## src/rtl/vector_uop_sequencer.sv

```systemverilog
// Vector front-end stage: decodes scalar/vector instructions, tracks vl/vtype,
// and splits vector ops into ceil(vl/NUM_LANES) uop beats on a valid/ready port.
module vector_uop_sequencer #(
    parameter int unsigned DATA_WIDTH = 32,
    parameter int unsigned VLEN       = 128,
    parameter int unsigned NUM_LANES  = 4,
    parameter int unsigned VL_W       = $clog2(VLEN / 8) + 1
) (
    input  logic                  clk,
    input  logic                  rst_n,
    input  logic [DATA_WIDTH-1:0] instr_in,
    input  logic                  instr_valid_in,
    output logic                  instr_ready_o,
    input  logic [DATA_WIDTH-1:0] rs1_data_in,
    output logic                  uop_valid_o,
    input  logic                  uop_ready_in,
    output logic                  uop_is_vector_o,
    output logic                  uop_is_vset_o,
    output logic [DATA_WIDTH-1:0] uop_instr_o,
    output logic [3:0]            uop_valu_op_o,
    output logic                  uop_vmem_read_o,
    output logic                  uop_vmem_write_o,
    output logic [1:0]            uop_sew_o,
    output logic                  uop_mask_en_o,
    output logic [VL_W-1:0]       uop_beat_o,
    output logic                  uop_last_o,
    output logic [VL_W-1:0]       uop_vl_o,
    output logic [VL_W-1:0]       vl_o,
    output logic [1:0]            vtype_sew_o,
    output logic                  vtype_vill_o,
    output logic                  illegal_o
);

    localparam int unsigned LANE_SH  = $clog2(NUM_LANES);
    localparam int unsigned VLMAX_E8 = VLEN / 8;
    localparam logic [6:0]  OP_V     = 7'b1010111;
    localparam logic [6:0]  OP_VL    = 7'b0000111;
    localparam logic [6:0]  OP_VS    = 7'b0100111;

    typedef enum logic {S_IDLE, S_ISSUE} state_t;

    state_t                state_q, state_d;
    logic [VL_W-1:0]       beat_last_q, beat_last_d;
    logic                  is_vector_d, is_vset_d, vmem_read_d, vmem_write_d;
    logic                  mask_en_d, last_d, vill_d, illegal_d;
    logic [DATA_WIDTH-1:0] instr_d;
    logic [3:0]            valu_op_d;
    logic [1:0]            uop_sew_d, vsew_d;
    logic [VL_W-1:0]       beat_d, uop_vl_d, vl_d;

    // instruction fields
    logic [6:0] opcode;
    logic [2:0] funct3, vsew_f, vlmul_f;
    logic [4:0] rs1_f, rd_f;
    logic [5:0] funct6;

    assign opcode  = instr_in[6:0];
    assign rd_f    = instr_in[11:7];
    assign funct3  = instr_in[14:12];
    assign rs1_f   = instr_in[19:15];
    assign vlmul_f = instr_in[22:20];
    assign vsew_f  = instr_in[25:23];
    assign funct6  = instr_in[31:26];

    logic            is_vset, is_vec_op, enc_ok, valu_ok, mem_ok, accept;
    logic [3:0]      valu_code;
    logic [1:0]      mem_sew;
    logic [VL_W-1:0] vlmax, new_vl, vl_last;
    logic            new_vill;
    logic [1:0]      new_sew;

    assign uop_valid_o   = (state_q == S_ISSUE);
    assign instr_ready_o = !uop_valid_o || (uop_ready_in && uop_last_o);
    assign accept        = instr_valid_in && instr_ready_o;

    assign is_vset   = (opcode == OP_V) && (funct3 == 3'b111) && !instr_in[31];
    assign is_vec_op = ((opcode == OP_V) || (opcode == OP_VL) || (opcode == OP_VS)) && !is_vset;
    assign vlmax     = VL_W'(VLMAX_E8) >> vsew_f[1:0];
    assign vl_last   = (vl_o - VL_W'(1)) >> LANE_SH;

    // funct6 to vector ALU op
    always_comb begin
        valu_ok   = 1'b1;
        valu_code = 4'd0;
        case (funct6)
            6'b000000: valu_code = 4'd0;
            6'b000010: valu_code = 4'd1;
            6'b100101: valu_code = 4'd2;
            6'b011011: valu_code = 4'd3;
            6'b011010: valu_code = 4'd4;
            6'b001011: valu_code = 4'd5;
            6'b101000: valu_code = 4'd6;
            6'b101001: valu_code = 4'd7;
            6'b001010: valu_code = 4'd8;
            6'b001001: valu_code = 4'd9;
            default:   valu_ok   = 1'b0;
        endcase
    end

    always_comb begin
        mem_ok  = 1'b1;
        mem_sew = 2'd0;
        case (funct3)
            3'b000:  mem_sew = 2'd0;
            3'b101:  mem_sew = 2'd1;
            3'b110:  mem_sew = 2'd2;
            3'b111:  mem_sew = 2'd3;
            default: mem_ok  = 1'b0;
        endcase
    end

    always_comb begin
        enc_ok = 1'b0;
        if (opcode == OP_V) begin
            enc_ok = (funct3 != 3'b111) && valu_ok;
        end else begin
            enc_ok = mem_ok;
        end
    end

    // vsetvli result: new vtype and vl
    always_comb begin
        new_vill = (vsew_f > 3'd3) || (vlmul_f != 3'd0);
        new_sew  = new_vill ? 2'd0 : vsew_f[1:0];
        new_vl   = '0;
        if (!new_vill) begin
            if (rs1_f != 5'd0) begin
                new_vl = (rs1_data_in < DATA_WIDTH'(vlmax)) ? VL_W'(rs1_data_in) : vlmax;
            end else if (rd_f != 5'd0) begin
                new_vl = vlmax;
            end else begin
                new_vl = (vl_o < vlmax) ? vl_o : vlmax;
            end
        end
    end

    // next state and next registered outputs
    always_comb begin
        logic emit;
        emit         = 1'b0;
        state_d      = state_q;
        beat_last_d  = beat_last_q;
        is_vector_d  = uop_is_vector_o;
        is_vset_d    = uop_is_vset_o;
        instr_d      = uop_instr_o;
        valu_op_d    = uop_valu_op_o;
        vmem_read_d  = uop_vmem_read_o;
        vmem_write_d = uop_vmem_write_o;
        uop_sew_d    = uop_sew_o;
        mask_en_d    = uop_mask_en_o;
        beat_d       = uop_beat_o;
        last_d       = uop_last_o;
        uop_vl_d     = uop_vl_o;
        vl_d         = vl_o;
        vsew_d       = vtype_sew_o;
        vill_d       = vtype_vill_o;
        illegal_d    = 1'b0;

        if (uop_valid_o && uop_ready_in) begin
            if (uop_last_o) begin
                state_d = S_IDLE;
            end else begin
                beat_d = uop_beat_o + VL_W'(1);
                last_d = ((uop_beat_o + VL_W'(1)) == beat_last_q);
            end
        end

        if (accept) begin
            emit         = 1'b1;
            instr_d      = instr_in;
            mask_en_d    = instr_in[25];
            is_vector_d  = 1'b0;
            is_vset_d    = 1'b0;
            valu_op_d    = 4'd0;
            vmem_read_d  = 1'b0;
            vmem_write_d = 1'b0;
            uop_sew_d    = 2'd0;
            uop_vl_d     = vl_o;
            beat_d       = '0;
            last_d       = 1'b1;
            beat_last_d  = '0;
            if (is_vset) begin
                vl_d        = new_vl;
                vsew_d      = new_sew;
                vill_d      = new_vill;
                is_vector_d = 1'b1;
                is_vset_d   = 1'b1;
                uop_sew_d   = new_sew;
                uop_vl_d    = new_vl;
            end else if (is_vec_op) begin
                is_vector_d = 1'b1;
                if (vtype_vill_o || !enc_ok) begin
                    emit      = 1'b0;
                    illegal_d = 1'b1;
                end else if (vl_o == '0) begin
                    emit = 1'b0;
                end else begin
                    valu_op_d    = (opcode == OP_V) ? valu_code : 4'd0;
                    vmem_read_d  = (opcode == OP_VL);
                    vmem_write_d = (opcode == OP_VS);
                    uop_sew_d    = (opcode == OP_V) ? vtype_sew_o : mem_sew;
                    beat_last_d  = vl_last;
                    last_d       = (vl_last == '0);
                end
            end
            state_d = emit ? S_ISSUE : S_IDLE;
        end
    end

    always_ff @(posedge clk or negedge rst_n) begin
        if (!rst_n) begin
            state_q          <= S_IDLE;
            beat_last_q      <= '0;
            uop_is_vector_o  <= 1'b0;
            uop_is_vset_o    <= 1'b0;
            uop_instr_o      <= '0;
            uop_valu_op_o    <= 4'd0;
            uop_vmem_read_o  <= 1'b0;
            uop_vmem_write_o <= 1'b0;
            uop_sew_o        <= 2'd0;
            uop_mask_en_o    <= 1'b0;
            uop_beat_o       <= '0;
            uop_last_o       <= 1'b0;
            uop_vl_o         <= '0;
            vl_o             <= '0;
            vtype_sew_o      <= 2'd0;
            vtype_vill_o     <= 1'b1;
            illegal_o        <= 1'b0;
        end else begin
            state_q          <= state_d;
            beat_last_q      <= beat_last_d;
            uop_is_vector_o  <= is_vector_d;
            uop_is_vset_o    <= is_vset_d;
            uop_instr_o      <= instr_d;
            uop_valu_op_o    <= valu_op_d;
            uop_vmem_read_o  <= vmem_read_d;
            uop_vmem_write_o <= vmem_write_d;
            uop_sew_o        <= uop_sew_d;
            uop_mask_en_o    <= mask_en_d;
            uop_beat_o       <= beat_d;
            uop_last_o       <= last_d;
            uop_vl_o         <= uop_vl_d;
            vl_o             <= vl_d;
            vtype_sew_o      <= vsew_d;
            vtype_vill_o     <= vill_d;
            illegal_o        <= illegal_d;
        end
    end

endmodule

```

## config.mk

```make
export PLATFORM = sky130hd
export DESIGN_NAME = vector_uop_sequencer
export DESIGN_NICKNAME = d
export VERILOG_FILES = /design/src/rtl/vector_uop_sequencer.sv
export SDC_FILE = /design/constraint.sdc
export NUM_CORES = 1
export LEC_CHECK = 0
export CAP_MARGIN = 10
export CORE_MARGIN = 2
export CORE_UTILIZATION = 42
export CTS_BUF_LIST = sky130_fd_sc_hd__clkbuf_4 sky130_fd_sc_hd__clkbuf_8
export DETAILED_ROUTE_END_ITERATION = 8
export PLACE_DENSITY = 0.84
export SLEW_MARGIN = 15
export SYNTH_ARGS = -nofsm -noshare
export SYNTH_HDL_FRONTEND = slang
export SYNTH_SLANG_ARGS = --single-unit
```

## constraint.sdc

```tcl
create_clock -name clk -period 2.25 [get_ports clk]
set_input_delay 0.675 -clock clk [delete_from_list [all_inputs] [get_ports clk]]
set_output_delay 0.675 -clock clk [all_outputs]
set_load 0.05 [all_outputs]
```

==> key figures <==
Timing
  – Worst slew pin tran: 0.537 ns
  – Count of pins over their slew limit: 0
  – Final setup fails: 0
  – Final worst path period share: a little over nine tenths
  – Fmax achieved: approximately 450 MHz
  – Setup Skew: between 0.009 and 0.01 ns
  – Fin. Hold Viols: 0
  – Fin crit period: between 2 and 2.5 ns
  – Final worst slack: ~0.029 ns
  – Setup_tns: 0 ns
  – Slew margin rel.: 64.1%

Setup path
  – Worst path slowest cell: clkdlybuf4s50_1
  – Critical path required time: about 1.6 ns
  – Worst reg2reg startpoint: vl_o[1]
  – Critical path arrival: between 1.5 and 2 ns
  – Critical path's top delay family: buffers and inverters
  – R2R depth: 6
  – Cells along the critical path: clkdlybuf4s50_1
  – Critical Path Max Stage Delay: 0.84 ns
  – Slack of the worst reg-to-reg path: ~0.36 ns
  – FF-to-FF End: uop_sew_o[1]
  – Startpoint types: register
  – Crit path capture type: output pin
  – CP Max Fanout: 2
  – Critical path type: register to output pin
  – WP buf/inv: 1

Drt
  – Detailed-route via count: ~3500
  – Vias per std cell: around 5.2
  – Wire per inst: 15.5 µm
  – DRC Markers: 0
  – Final wirelength: between 10 and 15 mm
  – DR WL met2: ~5.5 mm
  – ANT nets after route: 0
  – Met3 wire len: roughly 660 µm
  – Top Layer Used: met4
  – DRT Pass-1 Iters: 4
  – Routed length on met1: about 4 mm
  – 1st-iter DRT viols: about 120

Die
  – Die Wd: just over 90 µm
  – Starting Density: between 40% and 50%
  – Num rows: 32
  – Die area: 8480 µm²
  – # IOs: 133
  – Core box area: between 7000 and 8000 µm²
  – Die Ht: 92.1 µm

Clock network
  – Clock Latency Late Sink: around 0.34 ns
  – TritonCTS clock tree: done
  – # H-tree levels: 3
  – CTS sink count: ~60
  – CTS Buffer Depth: 2
  – CTS Buf Count: 9
  – Clock-pin slew on the worst setup and hold paths: approximately 0.070 ns
  – Clock Tree Root: clkbuf_8
  – CTS Hold Bufs: 0

Logic synthesis
  – Post-Synthesis Cells: about 360
  – Synth Net Count: around 440
  – Ys async rst share: 100%
  – Ys flop type: dfrtp_1
  – Flop and latch count out of synthesis: approximately 60
  – Synthesized cell area: 3260 µm²
  – Netlist cell types: 55
  – Avg Synthesized Cell Area: 9.01 µm²
  – Sequential cell area fraction in the yosys report: around 47%
  – Number of synthesized flops with an enable pin: 0
  – Synth warn: 0

Min path
  – Worst Hold Class: primary input to async pin

GRT
  – Total track usage: roughly a quarter
  – Grt ovf: 0
  – Global-route wire length before repair: 16.2 mm
  – Initial antenna violation count: 0
  – Number of global-route vias before repair: 3569
  – Pin count of the biggest net entering global routing: 27

Place
  – GPL Wtd Cong: 0.846
  – Cells after DPL: around 640
  – Post-DP HPWL: 7.81 mm
  – Port Buf Inserts: around 130
  – Pre-CTS worst setup slack: -0.733 ns

Cells and area
  – Post-Layout Cell Count: 663
  – Nets: about 630
  – Layout cells sized above 1: ~27%
  – Area growth from synthesis to layout: 67.5%
  – Ant diodes: 0
  – Register Area: approximately 1500 µm²
  – Fillers: 552
  – Area of the multi-input gates: 1740 µm²

Power and ir drop
  – Worst VDD drop: slightly above 0.3 mV
  – LEAKAGE: ~2.7 nW
  – Pwr dens: ~580 nW/µm²

Run status
  – Status: finished, final reports clean

Flow run
  – Max Cap Viol: 0
[metrics by stage]
stage          total power [mW]  instance area [µm²]  hold slack (ns)  util, %
3_5_place_dp               2.20                 5060            0.461     66.5
5_1_grt                    3.27                 5460            0.277     71.8
6_report                   3.14                 5460            0.271     71.8
4_1_cts                    3.13                 5330            0.274     70.1
3_3_place_gp               2.18                 5060            0.457     66.5
2_1_floorplan              1.74                 3280            0.379        -
[layer usage]
metal,up-vias,track usage [%]
met5,-,0
met4,0,11.7
met1,1658,26.7
met3,28,6.41
li1,1627,-
met2,138,43.4
[final cells by class]
type,count,area share (%)
multi-input cells,275,31.9
repair buffers,201,33.7
well taps,102,2.34
flip-flops and latches,61,28.0
clock inverters,3,0.367
clock buffers,13,3.16
inverters,8,0.550
[cells in the final DEF (no fill, tap or decap), types with 4 or more instances in the layout]
| cell type | n |
|---|---|
| a21oi_1 | 8 |
| a31oi_1 | 4 |
| buf_4 | 90 |
| clkbuf_8 | 12 |
| clkdlybuf4s50_1 | 84 |
| dfrtp_1 | 60 |
| dlymetal6s2s_1 | 19 |
| ha_1 | 5 |
| inv_1 | 6 |
| nand2_1 | 119 |
| nand3_1 | 6 |
| nand4_1 | 5 |
| nor2_1 | 24 |
| nor3_1 | 5 |
| nor4_1 | 5 |
| nor4_2 | 5 |
| o21ai_0 | 8 |
| o21ai_1 | 5 |
| o31ai_1 | 4 |
| o31ai_2 | 4 |
| xnor2_1 | 8 |
| xor2_1 | 6 |
[synthesized netlist by cell type, types with 2 or more instances]
master / count / share of area, %
nand2_1: 120 / 14
buf_4: 6 / 1.4
mux2_1: 3 / 1.0
nor2_1: 25 / 2.9
or4_1: 3 / 0.69
nand4b_1: 3 / 0.81
nand4_1: 5 / 0.96
a21o_1: 2 / 0.46
o31ai_2: 2 / 0.77
o31ai_1: 6 / 1.4
a22o_1: 2 / 0.54
inv_1: 7 / 0.81
a21oi_1: 8 / 1.2
a31oi_1: 4 / 0.77
nand3_1: 7 / 1.1
xnor2_1: 8 / 2.1
nor3_1: 5 / 0.77
buf_2: 2 / 0.31
buf_6: 2 / 0.69
nor4_1: 11 / 2.1
nand2b_1: 3 / 0.58
ha_1: 8 / 3.1
o21ai_1: 4 / 0.61
nand3b_1: 2 / 0.46
dfrtp_1: 60 / 46
buf_1: 4 / 0.46
xor2_1: 6 / 1.6
a22oi_1: 2 / 0.46
clkbuf_1: 3 / 0.35
and3b_1: 2 / 0.54
o21a_1: 2 / 0.46
o21ai_0: 12 / 1.8
[logic make-up (layout without fill, tap and decap cells)]
group,Yosys count,count (layout),synth area share [%]
flops,61,61,46.9
fa+ha+maj,8,8,3.07
simple gates,197,197,28.7
buf+inv,26,225,4.53
compound gates,52,52,11.7
mux,4,4,1.34
xor+xnor,14,14,3.76
[registers in the layout (all words and copies together) (netlist names), 2 cells and up]
signal	count
uop_beat_o	5
vtype_sew_o	2
beat_last_q	3
uop_valu_op_o	4
vl_o	5
uop_instr_o	32
uop_sew_o	2
[worst max-delay path by stage]
stage	startpoint	to	slack, ns	depth (start not counted)
floorplan	instr_in[24]	vl_o[1]	-0.007	7
global placement	instr_in[23]	vl_o[3]	-0.57	9
detailed placement	instr_in[23]	vl_o[1]	-0.73	9
CTS	rs1_data_in[29]	vl_o[3]	0.008	8
global route	rs1_data_in[12]	vl_o[1]	-0.07	7
finish	uop_instr_o[16]	uop_instr_o[16]	0.03	1
[report_power, final]
group | switching (mW) | total (mW) | internal [mW] | leakage, nW
Combinational | 0.596 | 0.984 | 0.388 | 1.85
Sequential | 0.0483 | 1.23 | 1.18 | 0.787
Clock | 0.427 | 0.928 | 0.501 | 0.0951
Total | 1.07 | 3.14 | 2.07 | 2.73
[repair_timing]
item,4_1_cts,5_1_grt
pin swaps,7,12
gates resized for setup,22,38
endpoints found under the setup margin,6,11
setup buffers,3,1
No activity file was read; power rests on OpenSTA's default activity.
